===== src/rtl/fft_frame_writer_if.sv =====
// Avalon-ST style FFT source stream: framing strobes plus one complex sample per beat.
// The FFT core drives the master side and the frame writer consumes the slave side.
interface fft_frame_writer_if #(
    parameter int DATAIN_WIDTH = 29
);
    logic                    sop;
    logic                    eop;
    logic                    valid;
    logic [DATAIN_WIDTH-1:0] datain_re;
    logic [DATAIN_WIDTH-1:0] datain_im;

    modport master (output sop, eop, valid, datain_re, datain_im);
    modport slave  (input  sop, eop, valid, datain_re, datain_im);
endinterface


===== src/rtl/fft_frame_writer.sv =====
// Captures each FFT output frame into one half of a ping-pong result RAM.
// Adds length/overflow/restart error tracking, a completion strobe and a frame counter.
module fft_frame_writer #(
    parameter int ADDR_WIDTH   = 10,
    parameter int DATAIN_WIDTH = 29,
    parameter int HALF_WIDTH   = 32,
    parameter bit SIGN_EXTEND  = 1'b0,
    parameter int CNT_WIDTH    = 16
) (
    input  logic                    CLK,
    input  logic                    RST,
    input  logic                    enable,
    input  logic [ADDR_WIDTH:0]     frame_len,
    input  logic                    clr_err,
    fft_frame_writer_if.slave       st,
    output logic [ADDR_WIDTH:0]     addr,
    output logic [2*HALF_WIDTH-1:0] dataout,
    output logic                    wren,
    output logic                    done,
    output logic                    last_bank,
    output logic [ADDR_WIDTH:0]     last_count,
    output logic [CNT_WIDTH-1:0]    frame_cnt,
    output logic                    err_len,
    output logic                    err_ovf,
    output logic                    err_sop
);

    typedef enum logic [0:0] {IDLE, CAPT} state_t;

    localparam logic [ADDR_WIDTH:0] DEPTH = {1'b1, {ADDR_WIDTH{1'b0}}};

    state_t                  state_q, state_d;
    logic                    bank_q, bank_d;
    logic [ADDR_WIDTH:0]     idx_q, idx_d;
    logic                    ovf_q, ovf_d;
    logic [ADDR_WIDTH:0]     addr_q, addr_d;
    logic [2*HALF_WIDTH-1:0] dataout_q, dataout_d;
    logic                    wren_q, wren_d;
    logic                    done_q, done_d;
    logic                    last_bank_q, last_bank_d;
    logic [ADDR_WIDTH:0]     last_count_q, last_count_d;
    logic [CNT_WIDTH-1:0]    frame_cnt_q, frame_cnt_d;
    logic                    err_len_q, err_len_d;
    logic                    err_ovf_q, err_ovf_d;
    logic                    err_sop_q, err_sop_d;

    logic [DATAIN_WIDTH-1:0] re_in, im_in;
    logic [HALF_WIDTH-1:0]   re_ext, im_ext;

    assign re_in = st.datain_re;
    assign im_in = st.datain_im;

    if (SIGN_EXTEND) begin : g_sext
        assign re_ext = HALF_WIDTH'($signed(re_in));
        assign im_ext = HALF_WIDTH'($signed(im_in));
    end else begin : g_zext
        assign re_ext = HALF_WIDTH'(re_in);
        assign im_ext = HALF_WIDTH'(im_in);
    end

    logic                accept;
    logic                restart;
    logic                wr_en;
    logic [ADDR_WIDTH:0] wr_idx;
    logic [ADDR_WIDTH:0] cnt_new;
    logic                ovf_new;

    always_comb begin
        // NOTE: every signal gets a default first so no path leaves it unassigned (no latches).
        state_d      = state_q;
        bank_d       = bank_q;
        idx_d        = idx_q;
        ovf_d        = ovf_q;
        addr_d       = addr_q;
        dataout_d    = dataout_q;
        wren_d       = 1'b0;
        done_d       = 1'b0;
        last_bank_d  = last_bank_q;
        last_count_d = last_count_q;
        frame_cnt_d  = frame_cnt_q;
        err_len_d    = clr_err ? 1'b0 : err_len_q;
        err_ovf_d    = clr_err ? 1'b0 : err_ovf_q;
        err_sop_d    = clr_err ? 1'b0 : err_sop_q;
        accept       = 1'b0;
        restart      = 1'b0;
        wr_en        = 1'b0;
        wr_idx       = '0;
        cnt_new      = idx_q;
        ovf_new      = ovf_q;

        unique case (state_q)
            IDLE: begin
                if (st.valid && st.sop && enable) begin
                    accept  = 1'b1;
                    restart = 1'b1;
                end
            end
            CAPT: begin
                if (st.valid) begin
                    accept = 1'b1;
                    if (st.sop) begin
                        restart   = 1'b1;
                        err_sop_d = 1'b1;
                    end
                end
            end
            default: ;
        endcase

        if (accept) begin
            if (restart) begin
                wr_en   = 1'b1;
                wr_idx  = '0;
                cnt_new = (ADDR_WIDTH+1)'(1);
                ovf_new = 1'b0;
            end else if (idx_q < DEPTH) begin
                wr_en   = 1'b1;
                wr_idx  = idx_q;
                cnt_new = idx_q + (ADDR_WIDTH+1)'(1);
            end else begin
                // Bank full: the beat is dropped, the count stays saturated at DEPTH.
                ovf_new   = 1'b1;
                err_ovf_d = 1'b1;
            end

            state_d = CAPT;
            idx_d   = cnt_new;
            ovf_d   = ovf_new;

            if (wr_en) begin
                wren_d    = 1'b1;
                addr_d    = {bank_q, wr_idx[ADDR_WIDTH-1:0]};
                dataout_d = {re_ext, im_ext};
            end

            if (st.eop) begin
                done_d       = 1'b1;
                last_bank_d  = bank_q;
                last_count_d = cnt_new;
                frame_cnt_d  = frame_cnt_q + CNT_WIDTH'(1);
                // An overflowed frame always mismatches, even though its count saturates.
                if (cnt_new != frame_len || ovf_new) err_len_d = 1'b1;
                bank_d  = ~bank_q;
                state_d = IDLE;
                idx_d   = '0;
                ovf_d   = 1'b0;
            end
        end
    end

    // NOTE: sequential state uses non-blocking assignments so all flops update together.
    always_ff @(posedge CLK or posedge RST) begin
        if (RST) begin
            state_q      <= IDLE;
            bank_q       <= 1'b0;
            idx_q        <= '0;
            ovf_q        <= 1'b0;
            addr_q       <= '0;
            dataout_q    <= '0;
            wren_q       <= 1'b0;
            done_q       <= 1'b0;
            last_bank_q  <= 1'b0;
            last_count_q <= '0;
            frame_cnt_q  <= '0;
            err_len_q    <= 1'b0;
            err_ovf_q    <= 1'b0;
            err_sop_q    <= 1'b0;
        end else begin
            state_q      <= state_d;
            bank_q       <= bank_d;
            idx_q        <= idx_d;
            ovf_q        <= ovf_d;
            addr_q       <= addr_d;
            dataout_q    <= dataout_d;
            wren_q       <= wren_d;
            done_q       <= done_d;
            last_bank_q  <= last_bank_d;
            last_count_q <= last_count_d;
            frame_cnt_q  <= frame_cnt_d;
            err_len_q    <= err_len_d;
            err_ovf_q    <= err_ovf_d;
            err_sop_q    <= err_sop_d;
        end
    end

    assign addr       = addr_q;
    assign dataout    = dataout_q;
    assign wren       = wren_q;
    assign done       = done_q;
    assign last_bank  = last_bank_q;
    assign last_count = last_count_q;
    assign frame_cnt  = frame_cnt_q;
    assign err_len    = err_len_q;
    assign err_ovf    = err_ovf_q;
    assign err_sop    = err_sop_q;

endmodule


===== src/flat_wrapper.sv =====
// flat-port wrapper written by rule: the top's interface ports become plain ports
module fft_frame_writer_flat 
#(
    parameter int ADDR_WIDTH   = 10,
    parameter int DATAIN_WIDTH = 29,
    parameter int HALF_WIDTH   = 32,
    parameter bit SIGN_EXTEND  = 1'b0,
    parameter int CNT_WIDTH    = 16
)
  (CLK, RST, enable, frame_len, clr_err, addr, dataout, wren, done, last_bank, last_count, frame_cnt, err_len, err_ovf, err_sop, st_sop, st_eop, st_valid, st_datain_re, st_datain_im);
  fft_frame_writer_if #(.DATAIN_WIDTH(DATAIN_WIDTH)) st_i ();
  input  logic CLK;
  input  logic RST;
  input  logic enable;
  input  logic [ADDR_WIDTH:0] frame_len;
  input  logic clr_err;
  output logic [ADDR_WIDTH:0] addr;
  output logic [2*HALF_WIDTH-1:0] dataout;
  output logic wren;
  output logic done;
  output logic last_bank;
  output logic [ADDR_WIDTH:0] last_count;
  output logic [CNT_WIDTH-1:0] frame_cnt;
  output logic err_len;
  output logic err_ovf;
  output logic err_sop;
  input wire logic [$bits(st_i.sop)-1:0] st_sop;
  input wire logic [$bits(st_i.eop)-1:0] st_eop;
  input wire logic [$bits(st_i.valid)-1:0] st_valid;
  input wire logic [$bits(st_i.datain_re)-1:0] st_datain_re;
  input wire logic [$bits(st_i.datain_im)-1:0] st_datain_im;
  assign st_i.sop = st_sop;
  assign st_i.eop = st_eop;
  assign st_i.valid = st_valid;
  assign st_i.datain_re = st_datain_re;
  assign st_i.datain_im = st_datain_im;
  fft_frame_writer #(.ADDR_WIDTH(ADDR_WIDTH), .DATAIN_WIDTH(DATAIN_WIDTH), .HALF_WIDTH(HALF_WIDTH), .SIGN_EXTEND(SIGN_EXTEND), .CNT_WIDTH(CNT_WIDTH)) u_core (.CLK(CLK), .RST(RST), .enable(enable), .frame_len(frame_len), .clr_err(clr_err), .st(st_i), .addr(addr), .dataout(dataout), .wren(wren), .done(done), .last_bank(last_bank), .last_count(last_count), .frame_cnt(frame_cnt), .err_len(err_len), .err_ovf(err_ovf), .err_sop(err_sop));
endmodule

===== config.mk =====
export PLATFORM = sky130hd
export DESIGN_NAME = fft_frame_writer_flat
export DESIGN_NICKNAME = d
export VERILOG_FILES = /design/src/rtl/fft_frame_writer_if.sv /design/src/rtl/fft_frame_writer.sv /design/src/flat_wrapper.sv
export SDC_FILE = /design/constraint.sdc
export NUM_CORES = 1
export LEC_CHECK = 0
export CAP_MARGIN = 5
export CORE_ASPECT_RATIO = 2
export CORE_UTILIZATION = 48
export CTS_CLUSTER_SIZE = 20
export DETAILED_ROUTE_END_ITERATION = 12
export PLACE_DENSITY = 0.95
export SLEW_MARGIN = 10
export SYNTH_ARGS = -nofsm -noshare
export SYNTH_HDL_FRONTEND = slang
export SYNTH_SLANG_ARGS = --single-unit
export TNS_END_PERCENT = 1

===== constraint.sdc =====
create_clock -name CLK -period 7.3 [get_ports CLK]
set_input_delay 1.46 -clock CLK [delete_from_list [all_inputs] [get_ports CLK]]
set_output_delay 1.46 -clock CLK [all_outputs]
set_load 0.03 [all_outputs]

==> results of run 1 <==
per-layer routing:
layer	track usage	vias up	routed length, µm
li1	-	2049	-
met1	0.302	2189	5130
met2	0.533	256	8520
met3	0.0697	84	875
met4	0.214	0	1060
met5	0	-	0
worst max-delay path, cell delays in order:
cell and delay (ns):
clkdlybuf4s50_1 0.53, o211a_1 0.40, o21ai_4 0.20, buf_4 0.58
clkinv_1 0.14, buf_4 0.33, nand2_1 0.20, nand2_1 0.08
registers in the layout, indices dropped and copies added, names as in the netlist:
register	cells
u_core.dataout	58
u_core.frame_cnt	16
u_core.addr	11
u_core.idx_q	11
u_core.last_count	11
u_core.bank_q	1
u_core.done	1
u_core.err_len	1
u_core.err_ovf	1
u_core.err_sop	1
u_core.last_bank	1
u_core.ovf_q	1
u_core.state_q	1
u_core.wren	1
final timing paths:
| path | start | end | slack, ns |
|---|---|---|---|
| min | u_core.dataout[1]$_DFFE_PP0P_ | u_core.dataout[1]$_DFFE_PP0P_ | 0.47 |
| max | st_sop | u_core.dataout[17]$_DFFE_PP0P_ | 3.62 |
| min in group asynchronous | RST | u_core.last_count[9]$_DFFE_PP0P_ | 1.41 |
| min reg2reg | u_core.dataout[1]$_DFFE_PP0P_ | u_core.dataout[1]$_DFFE_PP0P_ | 0.47 |
| max reg2reg | u_core.state_q$_DFFE_PP0N_ | u_core.dataout[17]$_DFFE_PP0P_ | 4.73 |
| max in group asynchronous | RST | u_core.dataout[18]$_DFFE_PP0P_ | 4.51 |
layout by cell type (no fill, tap or decap), drive strengths merged, types with 9 or more instances in the layout:
master	instances
a21oi	9
a22o	12
clkbuf	24
clkdlybuf4s50	177
dfrtp	116
inv	12
nand2	219
nor2	16
o21ai	13
o31ai	11
xnor2	17
xor2	9
power by group:
part | switching, mW | internal (mW)
sequential | 0.0929 | 0.768
combinational | 0.453 | 0.298
clock | 0.265 | 0.530
total | 0.811 | 1.60
cell usage after synthesis, types with 9 or more instances:
master	instances
nand2_1	217
dfrtp_1	116
xnor2_1	17
nor2_1	15
clkbuf_1	14
a22o_1	12
o21ai_0	12
inv_1	11
o31ai_1	11
xor2_1	9
final cells by class:
cell class                 instances  share of cell area
tap                              135              0.0228
inverter                          13             0.00692
multi-input combinational        371               0.260
timing repair buffer             180               0.242
clock inverter                     5              0.0101
sequential                       116               0.392
clock buffer                      24              0.0664
stage by stage:
stage / cell area (µm²) / worst slack (ns) / total power, mW / hold slack (ns)
2_1_floorplan: 5000 / 2.77 / 1.25 / 0.463
3_3_place_gp: 6840 / 3.33 / 1.58 / 0.457
3_5_place_dp: 6840 / 3.31 / 1.60 / 0.462
4_1_cts: 7400 / 3.71 / 2.42 / 0.475
5_1_grt: 7410 / 3.44 / 2.50 / 0.491
6_report: 7410 / 3.62 / 2.41 / 0.473
logic make-up after synthesis:
logic type | after synthesis | share of synthesized area
and+or+nand+nor | 275 | 0.236
DFF | 116 | 0.583
AOI/OAI and AO/OA | 59 | 0.0854
buffers and inverters | 41 | 0.0379
xor gates and xnor gates | 26 | 0.0457
adders and majority gates | 3 | 0.00753
muxes | 2 | 0.00402
other | 1 | 0.000753
==> flow_summary.json, run 1 <==
{
  "final_cells": 844,
  "max-slew-margin-rel": 0.310,
  "tns_ns": 0,
  "grt_max_degree": 86,
  "grt_pass1_wl_um": 24300,
  "n_antenna_cell": 0,
  "die_h_um": 146,
  "drt_wl_total_um": 15600,
  "syn_inst": 523,
  "ant_nets": 0,
  "crit_arrival_ns": 3.97,
  "final-hold-violation-count": 0,
  "setup_viol_count_final": 0,
  "clock_latency_ns": 0.41,
  "yosysTopAreaCellShare": 0.583,
  "cts_resized": 0,
  "clk_transition_reported_paths_ns": 0.05,
  "synth.avg_cell_area_um2": 9.53,
  "async_flop_share": 1.00,
  "min_path_cells": 2,
  "total_leakage_power_nw": 3.47,
  "report.final.slew_viol_count": 0,
  "ys.flop_type": "dfrtp_1",
  "dpl.cell_count": 815,
  "fmaxAchievable_ghz": 0.271,
  "hold_path.class": "flip-flop to flip-flop",
  "post_cts.repair.setup_buffers": 0,
  "drv_cap": 0,
  "die_area_mm2": 0.0108,
  "seq_area_mm2": 0.00290,
  "yosysUniqueCellTypes": 53,
  "netlist_area_mm2": 0.00498,
  "nets": 778,
  "grt_antenna_before_repair": 0,
  "core_mm2": 0.0101,
  "grt_overflow": 0,
  "outcome": "finished, final reports clean",
  "utilization": 0.735,
  "initial_core_util": 0.494,
  "critPathMaxFanout": 70,
  "drt-initial-drc-count": 313,
  "min_period_ns": 3.68,
  "yosys.area.top_type": "dfrtp_1",
  "powerDensity_mw_per_mm2": 325,
  "root_buffer": "clkbuf_16",
  "post-route-drc-count": 0,
  "synth_area_leaders": "dfrtp_1 (58%), nand2_1 (16%), xnor2_1 (3.0%)",
  "fin_skew_ns": 0.0115,
  "dr.pass1.iters": 5,
  "num_io_pins": 184,
  "cts_buffers": 17,
  "cts.sinks": 116,
  "num-fill-cells": 646,
  "post-dp-hpwl_um": 10500,
  "syn2layout_area_growth_pct": 48.7,
  "period_share": 0.505,
  "die_x_um": 74.0,
  "ys_ff_latch": 116,
  "ff2ff_path_depth": 7,
  "cts_hold_buf": 0,
  "cts_max_path_buffers": 2,
  "multiInputGateArea_mm2": 0.00193,
  "worst_slew_pin_slew_ns": 1.04,
  "yosysSeqAreaShare": 0.583,
  "rsz0062_at_grt": "no",
  "grt.total_usage": 0.305,
  "io_buffer_count": 177,
  "wire_per_inst_um": 18.5,
  "synth_edf_count": 0,
  "placementRows": 52,
  "layout-drive-gt1-share": 0.0592,
  "cts_tree": "done",
  "vdd_ir_drop_max_uv": 206,
  "path_class": "primary input to flip-flop",
  "vias": 4578,
  "gp_congestion": 0.918,
  "critPathLaunchType": "primary input",
  "setup.worst_path.end_class": "flip-flop",
  "first_global_vias": 4834,
  "h-tree-depth": 4,
  "required_ns": 7.58,
  "drt-vias-per-instance": 5.42,
  "yosysWarnings": 0
}
Power figures use the tool's default switching activity.
==> run 2, diff against run 1 <==
Settings changed: CORE_UTILIZATION 48 to 40, PLACE_DENSITY 0.95 to 0.85.
Clock period 7.3 ns to 3.15 ns, I/O delays scaled along.
==> run 2 against run 1 <==
Clock-buffer cell count is 4 lower. First-iteration DRC count is 33% lower. Critical path type unchanged. Register-to-register slack worse by 3.9 ns. Sequential cell count stayed put. Critical path depth is 1 higher. Clock skew is 0.0037 ns lower. Global-route usage is 7.3 points lower. Sequential power is 130% higher. Utilization is 11 points lower. Critical endpoint is now u_core.frame_cnt[12]$_DFFE_PP0P_. Total power is 130% higher. Design area is 1.5% higher.
==> flow_summary.json, run 2 (same netlist as run 1, synthesis figures left out) <==
{
  "outcome": "finished, final reports clean",
  "grt_util_met3": 0.0514,
  "syn2layout_area_growth_pct": 51.0,
  "vias": 4419,
  "fmaxAchievable_ghz": 0.422,
  "nets": 786,
  "tns_ns": 0,
  "final_common_cell": "nand2_1",
  "drv_cap": 0,
  "hold_path.class": "flip-flop to flip-flop",
  "report.final.slew_viol_count": 0,
  "fin_area_mm2": 0.00752,
  "drt-initial-drc-count": 211,
  "core_mm2": 0.0121,
  "required_ns": 3.47,
  "dpl_cell_area_mm2": 0.00693,
  "grt_antenna_before_repair": 0,
  "critPathLaunchType": "primary input",
  "multiInputGateArea_mm2": 0.00192,
  "n_antenna_cell": 0,
  "die_area_mm2": 0.0129,
  "num-fill-cells": 962,
  "met2_usage": 0.412,
  "die_h_um": 160,
  "vdd_ir_drop_max_uv": 500,
  "num_io_pins": 184,
  "seq_area_mm2": 0.00290,
  "die_x_um": 80.9,
  "cts_hold_buf": 0,
  "met1_usage": 0.225,
  "final_cell_mix": "nand2_1 (217), clkdlybuf4s50_1 (177), dfrtp_1 (116)",
  "post-route-drc-count": 0,
  "busiest_layer": "met2",
  "root_buffer": "clkbuf_16",
  "cts_max_path_buffers": 2,
  "cts_tree": "done",
  "crit_arrival_ns": 2.69,
  "dp_slack_ns": 0.411,
  "max-slew-margin-rel": 0.536,
  "largest_register_ffs": 58,
  "gp_congestion": 0.941,
  "critPathMaxFanout": 18,
  "rsz0062_at_grt": "no",
  "grt_max_degree": 70,
  "setup.worst_path.end_class": "flip-flop",
  "post-dp-hpwl_um": 10500,
  "total_leakage_power_nw": 3.50,
  "wire_per_inst_um": 16.3,
  "io_buffer_count": 177,
  "cts_resized": 0,
  "initial_core_util": 0.411,
  "cts.sinks": 116,
  "powerDensity_mw_per_mm2": 747,
  "min_period_ns": 2.37,
  "setup_viol_count_final": 0,
  "drt-vias-per-instance": 5.11,
  "finalWorstSetupSlack_ns": 0.781,
  "clk_transition_reported_paths_ns": 0.05,
  "cts_buffers": 17,
  "post_cts.repair.setup_buffers": 0,
  "layout-drive-gt1-share": 0.0725,
  "grt_pass1_wl_um": 22200,
  "placementRows": 57,
  "worst_slew_pin_slew_ns": 0.696,
  "clock_latency_ns": 0.40,
  "drt_wl_total_um": 14100,
  "path_class": "primary input to flip-flop",
  "dr.pass1.iters": 5,
  "power_mw": 5.62,
  "utilization": 0.621,
  "first_global_vias": 4571,
  "ant_nets": 0,
  "h-tree-depth": 4,
  "grt_overflow": 0,
  "grt.total_usage": 0.232,
  "fin_skew_ns": 0.00776,
  "period_share": 0.752,
  "final-hold-violation-count": 0
}
[run 2: metrics by stage]
step / instances / hold WS (ns)
2_1_floorplan: 528 / 0.463
3_3_place_gp: 835 / 0.459
3_5_place_dp: 835 / 0.463
4_1_cts: 864 / 0.477
5_1_grt: 864 / 0.488
6_report: 864 / 0.472
[run 2: per-layer routing]
metal | part of all wire | up-vias | wire length, µm
met1 | 0.34 | 2101 | 4840
met5 | 0 | - | 0
li1 | - | 2058 | -
met2 | 0.53 | 202 | 7520
met4 | 0.066 | 0 | 936
met3 | 0.057 | 58 | 808
[run 2: cell type report]
type                    instances  area share
multi-input cells             371       0.255
repair buffers                188       0.248
inverters                      13     0.00698
clock inverters                 9      0.0173
clock buffers                  20      0.0620
well taps                     147      0.0244
flip-flops and latches        116       0.386
[run 2: final timing paths]
kind	cells after the start	endpoint	startpoint	slack (ns)
max	9	u_core.frame_cnt[12]$_DFFE_PP0P_	st_sop	0.78
min	2	u_core.dataout[45]$_DFFE_PP0P_	u_core.dataout[45]$_DFFE_PP0P_	0.47
max reg2reg	7	u_core.err_len$_DFF_PP0_	u_core.idx_q[0]$_DFFE_PP0N_	0.79
min reg2reg	2	u_core.dataout[45]$_DFFE_PP0P_	u_core.dataout[45]$_DFFE_PP0P_	0.47
max in group asynchronous	3	u_core.frame_cnt[2]$_DFFE_PP0P_	RST	1.72
min in group asynchronous	2	u_core.dataout[40]$_DFFE_PP0P_	RST	0.68
[run 2: report_power, final]
group / switching, mW / total, mW / leakage [nW] / internal, mW
combinational: 1.01 / 1.71 / 1.72 / 0.697
sequential: 0.196 / 1.97 / 1.50 / 1.78
clock: 0.645 / 1.93 / 0.282 / 1.29
[run 2: worst max-delay path: stages]
cell	delay, ns
clkdlybuf4s50_1	0.57
a21oi_1	0.15
nor2_4	0.25
nand2_4	0.18
inv_2	0.13
nand4_2	0.16
or2_1	0.30
nor2_1	0.14
xor2_1	0.18
